File: src/rtl/program_loader_if.sv
// Bundle of the byte-stream input and instruction-memory write bus for
// program_loader, plus the processor-hold and completion status lines.
// The slave modport is the loader's view; the master modport is the
// view of the block that feeds the stream and watches the memory bus.
interface program_loader_if #(
    parameter int AW = 10
);
    logic          in_valid;
    logic [7:0]    in_data;
    logic          in_ready;
    logic          mem_we;
    logic [AW-1:0] mem_addr;
    logic [7:0]    mem_wdata;
    logic          cpu_hold;
    logic          done;
    logic          error;

    modport master (
        output in_valid,
        output in_data,
        input  in_ready,
        input  mem_we,
        input  mem_addr,
        input  mem_wdata,
        input  cpu_hold,
        input  done,
        input  error
    );

    modport slave (
        input  in_valid,
        input  in_data,
        output in_ready,
        output mem_we,
        output mem_addr,
        output mem_wdata,
        output cpu_hold,
        output done,
        output error
    );
endinterface

File: src/rtl/program_loader.sv
// Boot-time program loader: parses a length-prefixed, XOR-checksummed byte
// stream and writes the payload into instruction memory while holding the
// processor in reset. The processor is released only after a good checksum.
module program_loader #(
    parameter int DEPTH = 1024,
    parameter int AW    = 10
) (
    input  logic             clk,
    input  logic             reset,
    program_loader_if.slave  bus
);

    typedef enum logic [2:0] {
        ST_LEN_HI = 3'd0,
        ST_LEN_LO = 3'd1,
        ST_DATA   = 3'd2,
        ST_CHECK  = 3'd3,
        ST_DONE   = 3'd4,
        ST_ERR    = 3'd5
    } state_t;

    // Compare the 16-bit length against DEPTH with one spare bit so that
    // DEPTH = 65536 would still compare correctly.
    localparam logic [16:0] DEPTH_W = 17'(DEPTH);

    // Running checksum update: the checksum is a plain byte-wise XOR.
    function automatic logic [7:0] xor_fold(input logic [7:0] acc, input logic [7:0] b);
        return acc ^ b;
    endfunction

    state_t        state_r;
    state_t        state_next_s;

    logic [15:0]   len_r;
    logic [15:0]   cnt_r;
    logic [7:0]    xor_r;

    logic          mem_we_r;
    logic [AW-1:0] mem_addr_r;
    logic [7:0]    mem_wdata_r;

    logic          in_ready_r;
    logic          done_r;
    logic          error_r;
    logic          cpu_hold_r;

    logic          in_ready_s;
    logic          done_s;
    logic          error_s;
    logic          cpu_hold_s;

    logic          xfer_s;
    logic          data_xfer_s;
    logic [15:0]   len_full_s;
    logic          last_byte_s;

    // in_ready is a register decoded from state, so a transfer never
    // depends combinationally on in_valid.
    assign xfer_s      = bus.in_valid & in_ready_r;
    assign data_xfer_s = xfer_s & (state_r == ST_DATA);
    assign len_full_s  = {len_r[15:8], bus.in_data};
    assign last_byte_s = (cnt_r == (len_r - 16'd1));

    // State register; reset wins over any byte offered in the same cycle.
    always_ff @(posedge clk) begin
        if (reset) begin
            state_r <= ST_LEN_HI;
        end else begin
            state_r <= state_next_s;
        end
    end

    // Next-state decode of the stream parser.
    always_comb begin
        state_next_s = state_r;
        case (state_r)
            ST_LEN_HI: begin
                if (xfer_s) begin
                    state_next_s = ST_LEN_LO;
                end else begin
                    state_next_s = state_r;
                end
            end
            ST_LEN_LO: begin
                if (xfer_s) begin
                    if (len_full_s == 16'd0) begin
                        state_next_s = ST_CHECK;
                    end else if ({1'b0, len_full_s} > DEPTH_W) begin
                        state_next_s = ST_ERR;
                    end else begin
                        state_next_s = ST_DATA;
                    end
                end else begin
                    state_next_s = state_r;
                end
            end
            ST_DATA: begin
                if (xfer_s && last_byte_s) begin
                    state_next_s = ST_CHECK;
                end else begin
                    state_next_s = state_r;
                end
            end
            ST_CHECK: begin
                if (xfer_s) begin
                    if (bus.in_data == xor_r) begin
                        state_next_s = ST_DONE;
                    end else begin
                        state_next_s = ST_ERR;
                    end
                end else begin
                    state_next_s = state_r;
                end
            end
            ST_DONE: begin
                state_next_s = ST_DONE;
            end
            ST_ERR: begin
                state_next_s = ST_ERR;
            end
            default: begin
                // An illegal encoding is treated as a failed load.
                state_next_s = ST_ERR;
            end
        endcase
    end

    // Status outputs decoded from the next state so the registered copies
    // line up with the state register (done and cpu_hold change together).
    always_comb begin
        in_ready_s = 1'b1;
        done_s     = 1'b0;
        error_s    = 1'b0;
        cpu_hold_s = 1'b1;
        case (state_next_s)
            ST_LEN_HI, ST_LEN_LO, ST_DATA, ST_CHECK: begin
                in_ready_s = 1'b1;
                done_s     = 1'b0;
                error_s    = 1'b0;
                cpu_hold_s = 1'b1;
            end
            ST_DONE: begin
                in_ready_s = 1'b0;
                done_s     = 1'b1;
                error_s    = 1'b0;
                cpu_hold_s = 1'b0;
            end
            ST_ERR: begin
                in_ready_s = 1'b0;
                done_s     = 1'b0;
                error_s    = 1'b1;
                cpu_hold_s = 1'b1;
            end
            default: begin
                in_ready_s = 1'b0;
                done_s     = 1'b0;
                error_s    = 1'b1;
                cpu_hold_s = 1'b1;
            end
        endcase
    end

    // Registered status outputs.
    always_ff @(posedge clk) begin
        if (reset) begin
            in_ready_r <= 1'b1;
            done_r     <= 1'b0;
            error_r    <= 1'b0;
            cpu_hold_r <= 1'b1;
        end else begin
            in_ready_r <= in_ready_s;
            done_r     <= done_s;
            error_r    <= error_s;
            cpu_hold_r <= cpu_hold_s;
        end
    end

    // Length capture, payload counter, running checksum and the one-cycle
    // write pipeline; reset drops any write that was about to be issued.
    always_ff @(posedge clk) begin
        if (reset) begin
            len_r       <= 16'd0;
            cnt_r       <= 16'd0;
            xor_r       <= 8'd0;
            mem_we_r    <= 1'b0;
            mem_addr_r  <= '0;
            mem_wdata_r <= 8'd0;
        end else begin
            mem_we_r <= data_xfer_s;
            if (data_xfer_s) begin
                mem_addr_r  <= cnt_r[AW-1:0];
                mem_wdata_r <= bus.in_data;
                cnt_r       <= cnt_r + 16'd1;
                xor_r       <= xor_fold(xor_r, bus.in_data);
            end else if (xfer_s && (state_r == ST_LEN_HI)) begin
                len_r[15:8] <= bus.in_data;
            end else if (xfer_s && (state_r == ST_LEN_LO)) begin
                len_r[7:0]  <= bus.in_data;
                cnt_r       <= 16'd0;
                xor_r       <= 8'd0;
            end else begin
                cnt_r       <= cnt_r;
                xor_r       <= xor_r;
            end
        end
    end

    assign bus.in_ready  = in_ready_r;
    assign bus.mem_we    = mem_we_r;
    assign bus.mem_addr  = mem_addr_r;
    assign bus.mem_wdata = mem_wdata_r;
    assign bus.done      = done_r;
    assign bus.error     = error_r;
    assign bus.cpu_hold  = cpu_hold_r;

endmodule

File: src/flat_wrapper.sv
// flat-port wrapper written by rule: the top's interface ports become plain ports
module program_loader_flat 
#(
    parameter int DEPTH = 1024,
    parameter int AW    = 10
)
  (clk, reset, bus_in_valid, bus_in_data, bus_in_ready, bus_mem_we, bus_mem_addr, bus_mem_wdata, bus_cpu_hold, bus_done, bus_error);
  program_loader_if #(.AW(AW)) bus_i ();
  input  logic clk;
  input  logic reset;
  input wire logic [$bits(bus_i.in_valid)-1:0] bus_in_valid;
  input wire logic [$bits(bus_i.in_data)-1:0] bus_in_data;
  output wire logic [$bits(bus_i.in_ready)-1:0] bus_in_ready;
  output wire logic [$bits(bus_i.mem_we)-1:0] bus_mem_we;
  output wire logic [$bits(bus_i.mem_addr)-1:0] bus_mem_addr;
  output wire logic [$bits(bus_i.mem_wdata)-1:0] bus_mem_wdata;
  output wire logic [$bits(bus_i.cpu_hold)-1:0] bus_cpu_hold;
  output wire logic [$bits(bus_i.done)-1:0] bus_done;
  output wire logic [$bits(bus_i.error)-1:0] bus_error;
  assign bus_i.in_valid = bus_in_valid;
  assign bus_i.in_data = bus_in_data;
  assign bus_in_ready = bus_i.in_ready;
  assign bus_mem_we = bus_i.mem_we;
  assign bus_mem_addr = bus_i.mem_addr;
  assign bus_mem_wdata = bus_i.mem_wdata;
  assign bus_cpu_hold = bus_i.cpu_hold;
  assign bus_done = bus_i.done;
  assign bus_error = bus_i.error;
  program_loader #(.DEPTH(DEPTH), .AW(AW)) u_core (.clk(clk), .reset(reset), .bus(bus_i));
endmodule
File: config.mk
export PLATFORM = sky130hd
export DESIGN_NAME = program_loader_flat
export DESIGN_NICKNAME = d
export VERILOG_FILES = /design/src/rtl/program_loader_if.sv /design/src/rtl/program_loader.sv /design/src/flat_wrapper.sv
export SDC_FILE = /design/constraint.sdc
export NUM_CORES = 1
export LEC_CHECK = 0
export ABC_CLOCK_PERIOD_IN_PS = 4800
export CAP_MARGIN = 5
export CORE_ASPECT_RATIO = 0.7
export CORE_UTILIZATION = 63
export CTS_BUF_LIST = sky130_fd_sc_hd__clkbuf_4
export CTS_CLUSTER_DIAMETER = 30
export DETAILED_ROUTE_END_ITERATION = 16
export GPL_ROUTABILITY_DRIVEN = 0
export HOLD_SLACK_MARGIN = 0.08
export MAX_ROUTING_LAYER = met4
export PLACE_DENSITY = 0.92
export SETUP_SLACK_MARGIN = 0.3
export SYNTH_ARGS = -nofsm -noshare
export SYNTH_HDL_FRONTEND = slang
export SYNTH_SLANG_ARGS = --single-unit
File: constraint.sdc
create_clock -name clk -period 4.8 [get_ports clk]
set_input_delay 1.44 -clock clk [delete_from_list [all_inputs] [get_ports clk]]
set_output_delay 1.44 -clock clk [all_outputs]
set_load 0.05 [all_outputs]
==> metrics <==
Final Max Slew Viols=0; worst-skew pair later-pin latency=410 ps; full die area=5494 µm²; nets=450; total power=~1.2 mW; Vias=around 3100; Core Util, Final=0.7670; drt total wl=7777 µm; total of max-cap violations=0; cell row count=21; Post-Layout Inst Area=roughly 3700 µm²; Tcrit/Tclk final=0.7868; dpl cell area=3640 µm²; Num CTS Buffers=9; post-synthesis sequential area ratio=0.4035; Core Box Area=around 4900 µm²; clk_skew=8.702 ps; post-synth cell types=49; # resized after CTS=0; kind of critical path=in2reg; first-pass GRT wire length=13220 µm; Worst-path clk slew=100 ps; VDD IR max=0.2127 mV; clk sinks=66; Post-synth EDFFs=0; Final Hold Viols=0; crit path launch type=primary input; DRC violations left=0; pwr/cell area=315.9 nW/µm²; worst-path fanout max=6; Yosys warning count=0; unrepaired setup endpoints after global routing=no; mapped cell area=3274 µm²; Total Routing Usage GR=0.3228; Remaining Overflow, GRT=0; fin crit period=~3800 ps; CTS root buffer=clkbuf_4; Least-Margin Pin Slew=approximately 980 ps; outcome=finished, final reports clean; LEAKAGE=1.300 nW; layout cell share with drive strength beyond 1=0.06787; reg2reg start=u_core.len_r[0]; routed length per placed instance=around 15 µm; Setup-failing EPs final=0; setup TNS=0 ps; Die Ht=between 60 and 70 µm; area added between synthesis and finish=14.48%; Cells after Synth=between 400 and 500; Net Count, Synth=426; Slew headroom=0.3320; Detailed Place HPWL=5670 µm; initial antenna violation count=0; required time of the critical path=5070 ps; CTS tree=yes; largest net degree at the start of global routing=33; Initial Util=0.6700; Peak Freq=264.8 MHz; CTS H-Tree Depth=3; PortBufs=33; Final ANT Viol Nets=0; critical path arrival=slightly above 4000 ps; Main synth FF type=dfxtp_1; ANT cells=0; Min-Delay Path Class=reg2reg; post-CTS setup buffer count=0; hold_sp=u_core.bus.mem_addr[4]; synthesized flop and latch total=66; ys async rst share=0; 1st-pass router iterations=5; synthesized area per cell=7.928 µm²; number of global-route vias before repair=2782; CTS Hold Bufs=0; Cell Count, Final, Fillers Out=roughly 510; Cells after DPL=495; io pins=34; 1st-iter DRT viols=301; Max clock buf depth=2; die width=88.17 µm; Critical Path Source=bus_in_data[2]; CP endpoint kind=flip-flop; vias per cell=5.990
[cells in the mapped netlist, types with 2 or more instances]
master / number / share of area
nand2_1: 70 / 0.080
dfxtp_1: 66 / 0.40
a21oi_1: 42 / 0.064
nor2_1: 39 / 0.045
clkbuf_1: 20 / 0.023
xnor2_1: 19 / 0.051
xor2_1: 17 / 0.045
o21ai_0: 13 / 0.020
nor4_1: 12 / 0.023
nor3_1: 10 / 0.015
or3_1: 10 / 0.019
mux2i_1: 9 / 0.028
nand3_1: 9 / 0.014
inv_1: 8 / 0.0092
nand4_1: 8 / 0.015
a31oi_1: 5 / 0.0096
nor2b_1: 4 / 0.0076
or2_0: 4 / 0.0076
or4_1: 4 / 0.0092
a211oi_1: 3 / 0.0069
and2_1: 3 / 0.0057
buf_2: 3 / 0.0046
buf_1: 2 / 0.0023
ha_1: 2 / 0.0076
nand3b_1: 2 / 0.0046
nand4b_1: 2 / 0.0054
nor3b_1: 2 / 0.0046
nor4b_1: 2 / 0.0054
o21ai_1: 2 / 0.0031
or2_2: 2 / 0.0038
[per-layer routing]
metal	track usage	wire (µm)	share of wire
met2	0.4596	3527	0.45
met3	0.09441	672	0.086
met1	0.4355	3493	0.45
met4	0.1109	83	0.011
met5	-	0	0
[through the flow]
step | hold slack (ps) | setup slack [ps]
CTS | 462.7 | 1177
detailed placement | 448.7 | 728.1
global placement | 441.1 | 873.2
finish | 458.9 | 1023
floorplan | 451.6 | 1771
global route | 474.3 | 858.5
[state kept, by name, indices dropped and copies added (netlist names), 3 cells and up]
register and cells:
u_core.xor_r 8, u_core.cnt_r 16, u_core.bus.mem_addr 10, u_core.bus.mem_wdata 8, u_core.state_r 3, u_core.len_r 16
[logic make-up after synthesis]
kind of cell / Yosys count / synth area share
AND/OR/NAND/NOR: 192 / 0.2950
buffers and inverters: 34 / 0.04241
adder cells (fa/ha/maj): 2 / 0.007641
XOR/XNOR: 36 / 0.09629
flip-flops: 66 / 0.4035
multiplexers: 9 / 0.02751
AO/OA/AOI/OAI: 74 / 0.1276
[final cells by class]
class	count	area (µm²)
clock buffer	10	75.07
clock inverter	6	33.78
fill	365	1139
inverter	8	30.03
multi-input combinational	313	1827
sequential	66	1321
tap	69	86.33
timing repair buffer	39	375.4
[path summary, 6_finish.rpt]
| kind | end | slack [ps] | cells past startpoint |
|---|---|---|---|
| worst min-delay path | u_core.bus.mem_addr[4] | 460 | 2 |
| worst max-delay path | u_core.state_r[0] | 1020 | 7 |
| worst max register to register | u_core.state_r[0] | 2240 | 8 |
| worst min register to register | u_core.bus.mem_addr[4] | 460 | 2 |
[power breakdown]
part	internal, mW	switching (mW)
Sequential	0.568	0.0383
Clock	0.108	0.194
Combinational	0.118	0.159
[cell usage in the layout, fill, tap and decap left out, drive strengths merged, types with 2 or more instances in the layout]
cell,count
a211oi,3
a21oi,42
a31oi,5
and2,3
buf,6
clkbuf,10
clkdlybuf4s50,33
clkinv,5
dfxtp,66
ha,2
inv,8
mux2i,9
nand2,70
nand3,9
nand3b,2
nand4,8
nand4b,2
nor2,40
nor2b,4
nor3,11
nor3b,2
nor4,12
nor4b,2
o21ai,15
or2,7
or3,11
or4,5
or4b,2
xnor2,19
xor2,17
[worst max-delay path, stage by stage]
cell and delay [ps]:
clkdlybuf4s50_1 510, nor4_1 460, nand3_1 120, a2111oi_0 890, nand2_1 120, a31oi_1 390
o22ai_2 130
Power figures use the tool's default switching activity.
